### config.mk
export PLATFORM = sky130hd
export DESIGN_NAME = atten_dac_serial_sequencer
export DESIGN_NICKNAME = d
export VERILOG_FILES = /design/src/rtl/atten_dac_serial_sequencer.sv
export SDC_FILE = /design/constraint.sdc
export NUM_CORES = 1
export LEC_CHECK = 0
export ABC_AREA = 1
export BUFFER_PORTS_ARGS = -buffer_cell sky130_fd_sc_hd__buf_2
export CAP_MARGIN = 20
export CELL_PAD_IN_SITES_DETAIL_PLACEMENT = 1
export CELL_PAD_IN_SITES_GLOBAL_PLACEMENT = 2
export CORE_UTILIZATION = 34
export DETAILED_ROUTE_END_ITERATION = 8
export GPL_TIMING_DRIVEN = 0
export PLACE_DENSITY = 0.72
export SYNTH_ARGS = -nofsm -noshare
export SYNTH_HDL_FRONTEND = slang
export SYNTH_SLANG_ARGS = --single-unit
### constraint.sdc
create_clock -name clk -period 2.1 [get_ports clk]
set_clock_uncertainty 0.2 [all_clocks]
set_input_delay 0.42 -clock clk [delete_from_list [all_inputs] [get_ports clk]]
set_output_delay 0.42 -clock clk [all_outputs]
set_load 0.02 [all_outputs]
### src/rtl/atten_dac_serial_sequencer.sv
// atten_dac_serial_sequencer
// Queues host writes of {chip, A/B select, 8-bit factor} and shifts each one
// MSB-first into the 74HC164 in front of the AD7528 pair. A chip-select strobe
// then latches the byte, with datadac selecting DAC A or B.
// Optional feature macro: ATTEN_SKIP_UNCHANGED_EN. When it is defined, a write
// whose value equals the value last sent to the same {chip, A/B} is retired
// without serial activity.
module atten_dac_serial_sequencer #(
  parameter int FIFO_DEPTH  = 4,
  parameter int HALF_PERIOD = 2
) (
  input  logic                          clk,
  input  logic                          reset,
  input  logic                          wr_valid,
  output logic                          wr_ready,
  input  logic                          wr_right,
  input  logic                          wr_sel_a,
  input  logic [7:0]                    wr_value,
  output logic [$clog2(FIFO_DEPTH):0]   fifo_level,
  output logic                          busy,
  output logic                          datadac,
  output logic                          clkdac,
  output logic                          csdac1n,
  output logic                          csdac2n
);

  localparam int AW = $clog2(FIFO_DEPTH);
  localparam int LW = AW + 1;
  localparam int PW = $clog2(HALF_PERIOD);
  localparam logic [LW-1:0] FULL_LEVEL = LW'(FIFO_DEPTH);
  localparam logic [PW-1:0] PH_LAST    = PW'(HALF_PERIOD - 1);

  typedef enum logic [2:0] {
    S_IDLE,
    S_LOAD,
    S_SHIFT_LO,
    S_SHIFT_HI,
    S_SEL,
    S_STROBE,
    S_RELEASE
  } state_t;

  // FIFO storage: {right, sel_a, value}
  logic [9:0]    r_mem [FIFO_DEPTH];
  logic [AW-1:0] r_wr_ptr;
  logic [AW-1:0] r_rd_ptr;
  logic [LW-1:0] r_count;

  state_t        r_state;
  logic [PW-1:0] r_phase_cnt;
  logic [2:0]    r_bit_idx;
  logic          r_cur_right;
  logic          r_cur_sel_a;
  logic [7:0]    r_cur_value;

  logic          w_push;
  logic          w_pop;
  logic          w_phase_done;
  logic [9:0]    w_head;
  logic          w_head_right;
  logic          w_head_sel_a;
  logic [7:0]    w_head_value;
  logic          w_skip;

  assign wr_ready     = (r_count != FULL_LEVEL);
  assign w_push       = wr_valid && wr_ready;
  assign w_pop        = (r_state == S_LOAD);
  assign fifo_level   = r_count;
  assign busy         = (r_state != S_IDLE) || (r_count != '0);
  assign w_phase_done = (r_phase_cnt == PH_LAST);

  assign w_head       = r_mem[r_rd_ptr];
  assign w_head_right = w_head[9];
  assign w_head_sel_a = w_head[8];
  assign w_head_value = w_head[7:0];

  // FIFO write port; contents need no reset because the pointers define validity
  always_ff @(posedge clk) begin
    if (w_push) begin
      r_mem[r_wr_ptr] <= {wr_right, wr_sel_a, wr_value};
    end
  end

  // FIFO pointers and occupancy; push and pop together leave the level unchanged
  always_ff @(posedge clk) begin
    if (reset) begin
      r_wr_ptr <= '0;
      r_rd_ptr <= '0;
      r_count  <= '0;
    end else begin
      if (w_push) begin
        r_wr_ptr <= r_wr_ptr + AW'(1);
      end
      if (w_pop) begin
        r_rd_ptr <= r_rd_ptr + AW'(1);
      end
      case ({w_push, w_pop})
        2'b10:   r_count <= r_count + LW'(1);
        2'b01:   r_count <= r_count - LW'(1);
        default: r_count <= r_count;
      endcase
    end
  end

`ifdef ATTEN_SKIP_UNCHANGED_EN
  // One shadow slot per {chip, A/B}; a slot is written as RELEASE is entered
  logic [3:0] w_hit;
  logic       w_shadow_wr;
  logic [1:0] w_cur_key;
  logic [1:0] w_head_key;

  assign w_shadow_wr = (r_state == S_STROBE) && w_phase_done;
  assign w_cur_key   = {r_cur_right, r_cur_sel_a};
  assign w_head_key  = {w_head_right, w_head_sel_a};
  assign w_skip      = |w_hit;

  genvar gi;
  generate
    for (gi = 0; gi < 4; gi++) begin : g_shadow
      logic [7:0] r_shadow_val;
      logic       r_shadow_vld;

      // Record the factor the DAC now holds for this {chip, A/B}
      always_ff @(posedge clk) begin
        if (reset) begin
          r_shadow_val <= '0;
          r_shadow_vld <= 1'b0;
        end else if (w_shadow_wr && (w_cur_key == 2'(gi))) begin
          r_shadow_val <= r_cur_value;
          r_shadow_vld <= 1'b1;
        end
      end

      assign w_hit[gi] = r_shadow_vld && (w_head_key == 2'(gi)) &&
                         (r_shadow_val == w_head_value);
    end
  endgenerate
`else
  assign w_skip = 1'b0;
`endif

  // Serial FSM; outputs are registered and change together with the state
  always_ff @(posedge clk) begin
    if (reset) begin
      r_state     <= S_IDLE;
      r_phase_cnt <= '0;
      r_bit_idx   <= 3'd7;
      r_cur_right <= 1'b0;
      r_cur_sel_a <= 1'b0;
      r_cur_value <= '0;
      datadac     <= 1'b0;
      clkdac      <= 1'b0;
      csdac1n     <= 1'b1;
      csdac2n     <= 1'b1;
    end else begin
      case (r_state)
        S_IDLE: begin
          r_phase_cnt <= '0;
          if (r_count != '0) begin
            r_state <= S_LOAD;
          end
        end

        S_LOAD: begin
          r_cur_right <= w_head_right;
          r_cur_sel_a <= w_head_sel_a;
          r_cur_value <= w_head_value;
          r_bit_idx   <= 3'd7;
          r_phase_cnt <= '0;
          if (w_skip) begin
            // Duplicate of what the DAC already holds: retire in this cycle
            r_state <= (r_count != LW'(1)) ? S_LOAD : S_IDLE;
          end else begin
            r_state <= S_SHIFT_LO;
            clkdac  <= 1'b0;
            datadac <= w_head_value[7];
          end
        end

        S_SHIFT_LO: begin
          if (w_phase_done) begin
            r_phase_cnt <= '0;
            r_state     <= S_SHIFT_HI;
            clkdac      <= 1'b1;
          end else begin
            r_phase_cnt <= r_phase_cnt + PW'(1);
          end
        end

        S_SHIFT_HI: begin
          if (w_phase_done) begin
            r_phase_cnt <= '0;
            clkdac      <= 1'b0;
            if (r_bit_idx == 3'd0) begin
              r_state <= S_SEL;
              datadac <= r_cur_sel_a;
            end else begin
              r_state   <= S_SHIFT_LO;
              r_bit_idx <= r_bit_idx - 3'd1;
              datadac   <= r_cur_value[r_bit_idx - 3'd1];
            end
          end else begin
            r_phase_cnt <= r_phase_cnt + PW'(1);
          end
        end

        S_SEL: begin
          if (w_phase_done) begin
            r_phase_cnt <= '0;
            r_state     <= S_STROBE;
            csdac1n     <= r_cur_right;
            csdac2n     <= ~r_cur_right;
          end else begin
            r_phase_cnt <= r_phase_cnt + PW'(1);
          end
        end

        S_STROBE: begin
          if (w_phase_done) begin
            r_phase_cnt <= '0;
            r_state     <= S_RELEASE;
            csdac1n     <= 1'b1;
            csdac2n     <= 1'b1;
          end else begin
            r_phase_cnt <= r_phase_cnt + PW'(1);
          end
        end

        S_RELEASE: begin
          if (w_phase_done) begin
            r_phase_cnt <= '0;
            datadac     <= 1'b0;
            r_state     <= (r_count != '0) ? S_LOAD : S_IDLE;
          end else begin
            r_phase_cnt <= r_phase_cnt + PW'(1);
          end
        end

        default: begin
          r_state     <= S_IDLE;
          r_phase_cnt <= '0;
          datadac     <= 1'b0;
          clkdac      <= 1'b0;
          csdac1n     <= 1'b1;
          csdac2n     <= 1'b1;
        end
      endcase
    end
  end

endmodule

==> results.yml, run 1 <==
outcome:
  status: "finished, final reports clean"
sta:
  slew_violations: 0
  hold_violations: 0
  worst_slack_ns: 0.0877
  slew_headroom_pct: 34.2
  rsz0062_at_grt: "yes"
  setup_viol: 0
  holdWs_ns: 0.0855
  fmax_ghz: 0.497
  fin_crit_sh_pct: 95.8
  setup-tns-final_ns: 0
  fin_crit_ns: 2.01
  worstMarginPinSlew_ns: 0.984
clock_tree:
  tritoncts: "yes"
  htree_levels: 3
  cts.sinks: 70
  cts_made_buffers: 9
  clkTransAtPathRegs_ns: 0.08
  hold_buffers: 0
  root_buffer: "clkbuf_8"
  clock_path_buffers: 2
  worst_skew_pair.late_latency_ns: 0.34
die:
  core_region_area_um2: 8760
  fp.dieArea_um2: 9470
  start_util_pct: 35.2
  fp.dieH_um: 97.3
  die_w_um: 97.3
  ioPinCount: 22
  rows: 34
synthesis:
  yosys_warnings: 0
  syn_nets: 338
  synthCells: 317
  ys_seq_area_share_pct: 58.3
  synth-seq-cells: 70
  synth_cell_types: 36
  avgSynthCellArea_um2: 9.74
  synthesis.area_um2: 3090
detailed_routing:
  drt-pass1-iter-count: 4
  vias: 2209
  drcViolationCount: 0
  wl_per_cell_um: 14.2
  viasPerCell: 4.72
  antenna_left: 0
  drtIter0Drc: 58
  routed_wl_um: 6650
setup_path:
  crit_path_max_incr_delay_ns: 0.32
  crit_type: "flop to primary output"
  cpMostUsedCell: "buf_4"
  start_kind: "flop"
  path_cells: "buf_6 > buf_4 > nor2_1 > nand3_1 > buf_4"
  crit_arrival_ns: 1.39
  cp.required_ns: 1.48
  worstPathMaxFanout: 7
  critical_path.slowest_cell: "dfxtp_2"
  cp-end-kind: "primary output"
global_route:
  antenna_found_initial: 0
  grt_pass1_wl_um: 11200
  grt_usage_pct: 15.4
  grt_start_max_net_pins: 15
  overflow: 0
  first_global_vias: 2255
place:
  dpl.hpwl_um: 4610
  io_buffers: 20
  dp_worst_setup_slack_ns: -0.175
  place.gp.congestion: 0.727
final_layout:
  nets: 376
  layout_common_cells: "inv_1, nor2_1, edfxtp_1"
  multi_input_area_um2: 1040
  seq_area_um2: 1800
  final_core_util_pct: 41.6
  drive_gt1_share_pct: 21.7
  diodes: 0
  fillers: 1008
  syn2layout_area_growth_pct: 18.0
pwr:
  vdd_drop_max_mv: 0.524
  leakage_nw: 1.47
  finalPower_mw: 4.69
  p_per_area_nw_per_um2: 1290
job:
  maxCapViolCount: 0
worst_hold_path:
  hold_path.class: "input port to flop"
worst paths after layout:
| path | from | end | slack, ns | cells past startpoint |
|---|---|---|---|---|
| hold / removal | wr_sel_a | r_mem[1][8]$_DFFE_PP_ | 0.09 | 1 |
| hold reg to reg | r_cur_value[7]$_SDFFE_PP0N_ | r_cur_value[7]$_SDFFE_PP0N_ | 0.27 | 2 |
| setup / recovery | r_state[2]$_SDFFE_PP0P_ | busy | 0.09 | 5 |
| setup reg to reg | r_state[2]$_SDFFE_PP0P_ | fifo_level[2]$_SDFFE_PP0P_ | 0.11 | 11 |
critical path, delay by kind of cell (launching register included):
kind	cells	cell delay (ns)
and+or+nand+nor	2	0.27
buffers and inverters	3	0.47
DFF	1	0.32
report_power, final:
group / total (mW) / leakage [nW] / internal (mW) / switching [mW]
Sequential: 1.84 / 0.614 / 1.70 / 0.136
Combinational: 1.62 / 0.749 / 0.615 / 1.01
Clock: 1.23 / 0.111 / 0.683 / 0.545
Total: 4.69 / 1.47 / 3.00 / 1.69
Yosys cell counts:
cell,number,area share (%)
buf_6,1,0.36
o21ai_1,10,1.6
bufbuf_16,1,1.1
nand2_1,33,4.0
buf_2,3,0.49
nor2_2,2,0.41
buf_4,1,0.24
a211oi_1,1,0.24
clkinv_1,1,0.12
nand2_4,1,0.36
o32ai_1,9,2.6
nor3_1,2,0.32
buf_1,1,0.12
fa_1,1,0.65
a21oi_1,22,3.6
nand3b_1,1,0.24
edfxtp_1,40,39
clkbuf_1,5,0.61
nor3_2,1,0.32
o21ai_2,1,0.28
o211ai_1,4,0.97
ha_1,7,2.8
nor2_4,3,1.1
dfxtp_1,30,19
inv_1,45,5.5
nor2_1,43,5.2
xor2_1,2,0.57
xnor2_1,1,0.28
inv_4,2,0.41
a21oi_2,1,0.28
nand3_1,15,2.4
inv_2,1,0.12
nand2_2,2,0.41
o21ai_0,22,3.6
nand4_1,1,0.20
o22ai_1,1,0.20
area by class of cell:
cell class,instances,share of cell area [%]
timing repair buffer,27,4.26
sequential,70,49.5
inverter,49,5.25
buffer,12,2.40
clock buffer,9,3.40
tap,108,3.71
multi-input combinational,186,28.7
clock inverter,7,2.81
per-stage QoR:
| step | cell area, um2 | cells |
|---|---|---|
| 2_1_floorplan | 3110 | 317 |
| 3_3_place_gp | 3340 | 445 |
| 3_5_place_dp | 3340 | 445 |
| 4_1_cts | 3610 | 465 |
| 5_1_grt | 3640 | 468 |
| 6_report | 3640 | 468 |
kinds of logic (layout without fill, tap and decap cells):
family / count (synthesis) / count (layout) / synth area share (%)
buf+inv: 61 / 104 / 8.99
fa+ha+maj: 8 / 8 / 3.48
compound gates: 71 / 71 / 13.3
flops: 70 / 70 / 58.3
simple gates: 104 / 104 / 15.0
xor+xnor: 3 / 3 / 0.851
repair_timing:
action                                  4_1_cts  5_1_grt
resized for setup                            12        7
endpoints found under the setup margin       11       33
pin swaps                                     7        2
buffers inserted                              4        3
state kept, by name (all words and copies together) (netlist names), named ones only:
signal / cells
r_rd_ptr: 2
datadac: 1
r_mem: 40
csdac1n: 1
fifo_level: 3
r_phase_cnt: 1
r_cur_value: 8
r_state: 3
csdac2n: 1
r_cur_right: 1
r_wr_ptr: 2
r_bit_idx: 3
r_cur_sel_a: 1
clkdac: 1
routing by layer:
metal / vias up / track usage, % / part of all wire [%]
li1: 1136 / - / -
met1: 1042 / 18.8 / 46
met2: 23 / 26.6 / 51
met3: 8 / 3.88 / 2.4
met4: 0 / 5.09 / 1.3
met5: - / 0 / 0
Note: power is estimated with default switching activity, not from simulation.
==> inputs of run 2 (changes only) <==
==> constraint.sdc (replaced) <==
create_clock -name clk -period 2.1 [get_ports clk]
set_clock_uncertainty 0.2 [all_clocks]
set_input_delay 0.42 -clock clk [delete_from_list [all_inputs] [get_ports clk]]
set_output_delay 0.42 -clock clk [all_outputs]
set_load 0.1 [all_outputs]
==> results.yml, run 2 (same netlist as run 1, synthesis figures left out) <==
detailed_routing:
  wl_per_cell_um: 14.5
  antenna_left: 0
  viasPerCell: 4.79
  routed_wl_um: 6730
  drtIter0Drc: 66
  dr_wl_met2_um: 3240
  drt-pass1-iter-count: 4
  drt-met1-wl_um: 3160
  routed.top_layer: "met4"
  routed-wl-met3_um: 176
  vias: 2218
  drcViolationCount: 0
sta:
  setup-tns-final_ns: 0
  fin_crit_ns: 2.03
  setup_viol: 0
  worstMarginPinSlew_ns: 0.989
  rsz0062_at_grt: "yes"
  slew_headroom_pct: 33.8
  slew_violations: 0
  fmax_ghz: 0.493
  hold_violations: 0
  fin_crit_sh_pct: 96.5
die:
  fp.dieArea_um2: 9470
  core_region_area_um2: 8760
  rows: 34
  die_w_um: 97.3
  start_util_pct: 35.2
  ioPinCount: 22
  fp.dieH_um: 97.3
final_layout:
  syn2layout_area_growth_pct: 16.7
  fillers: 1013
  seq_area_um2: 1810
  nets: 371
  stdcell_area_um2: 3600
  drive_gt1_share_pct: 21.4
  diodes: 0
  reg_top3: "r_mem: 40 flops, r_cur_value: 8 flops"
  layout_common_cells: "inv_1, nor2_1, edfxtp_1"
  multi_input_area_um2: 1070
  regMostFlops: "r_mem"
  largest_reg_flops: 40
clock_tree:
  worst_skew_pair.late_latency_ns: 0.36
  cts_made_buffers: 9
  clock_path_buffers: 2
  tritoncts: "yes"
  hold_buffers: 0
  cts.sinks: 70
  htree_levels: 3
  clkTransAtPathRegs_ns: 0.09
  root_buffer: "clkbuf_8"
outcome:
  status: "finished, final reports clean"
place:
  io_buffers: 20
  dpl.hpwl_um: 4620
  place.gp.congestion: 0.731
  dpl_cell_area_um2: 3370
pwr:
  vdd_drop_max_mv: 0.466
  p_per_area_nw_per_um2: 1360
  leakage_nw: 1.45
global_route:
  overflow: 0
  grt_pass1_wl_um: 11100
  grt_usage_pct: 15.4
  antenna_found_initial: 0
  grt_start_max_net_pins: 17
  first_global_vias: 2200
setup_path:
  cp.required_ns: 1.48
  cp-end-kind: "primary output"
  r2r_cells: 11
  crit_type: "flop to primary output"
  crit_arrival_ns: 1.41
  start_kind: "flop"
  worstPathMaxFanout: 6
job:
  maxCapViolCount: 0
worst_hold_path:
  hold_path.class: "input port to flop"
  whs_path_depth: 1
[run 2: changes by cell type in the layout (fill, tap and decap cells not counted), moves of 2 or more]
cell / delta
dfxtp_4: +3
buf_4: -5
bufinv_16: -2
dfxtp_1: -2
inv_8: +3
[run 2: final cells by class]
type | instances | area share, %
Inverter | 49 | 5.31
Timing Repair Buffer | 22 | 3.26
Clock buffer | 9 | 3.44
Multi-Input combinational cell | 186 | 29.6
Sequential cell | 70 | 50.3
Buffer | 12 | 2.43
Clock inverter | 7 | 1.91
Tap cell | 108 | 3.75
[run 2: final timing paths]
check / start / endpoint / slack [ns]
min: wr_value[7] / r_mem[3][7]$_DFFE_PP_ / 0.07
max reg2reg: r_state[2]$_SDFFE_PP0P_ / fifo_level[2]$_SDFFE_PP0P_ / 0.13
min reg2reg: csdac1n$_SDFFE_PP1P_ / csdac1n$_SDFFE_PP1P_ / 0.26
max: r_state[1]$_SDFFE_PP0P_ / busy / 0.07
[run 2: through the flow]
step                util, %  setup slack (ns)  instances  power (mW)  hold WS, ns
floorplan                 -            -0.246        317        3.37        0.243
global placement       38.5           -0.0670        445        3.77        0.239
detailed placement     38.5           -0.0940        445        3.80        0.247
CTS                    40.8           0.00237        462        4.94       0.0502
global route           41.1           -0.0114        463        5.23       0.0568
finish                 41.1            0.0735        463        4.89       0.0684
[run 2: repair_timing]
item                       CTS  global route
gates resized for setup      2            10
buffers inserted             1             1
setup endpoints to repair    3            22
pin swaps                    1             5
[run 2: metal layers]
layer,vias to the layer above,track usage [%]
met1,1042,19.0
met3,13,2.81
met2,31,26.0
li1,1132,-
met4,0,7.81
met5,-,0
[run 2: power breakdown]
part	internal [mW]	leakage [nW]	switching (mW)	total, mW
clock network	0.470	0.101	0.622	1.09
logic	0.597	0.731	1.35	1.95
registers	1.71	0.616	0.141	1.85
[run 2: worst max-delay path, stage by stage (launching register included)]
cell and delay (ns):
dfxtp_1 0.53, nor2_1 0.13, nand3_2 0.11, buf_4 0.29
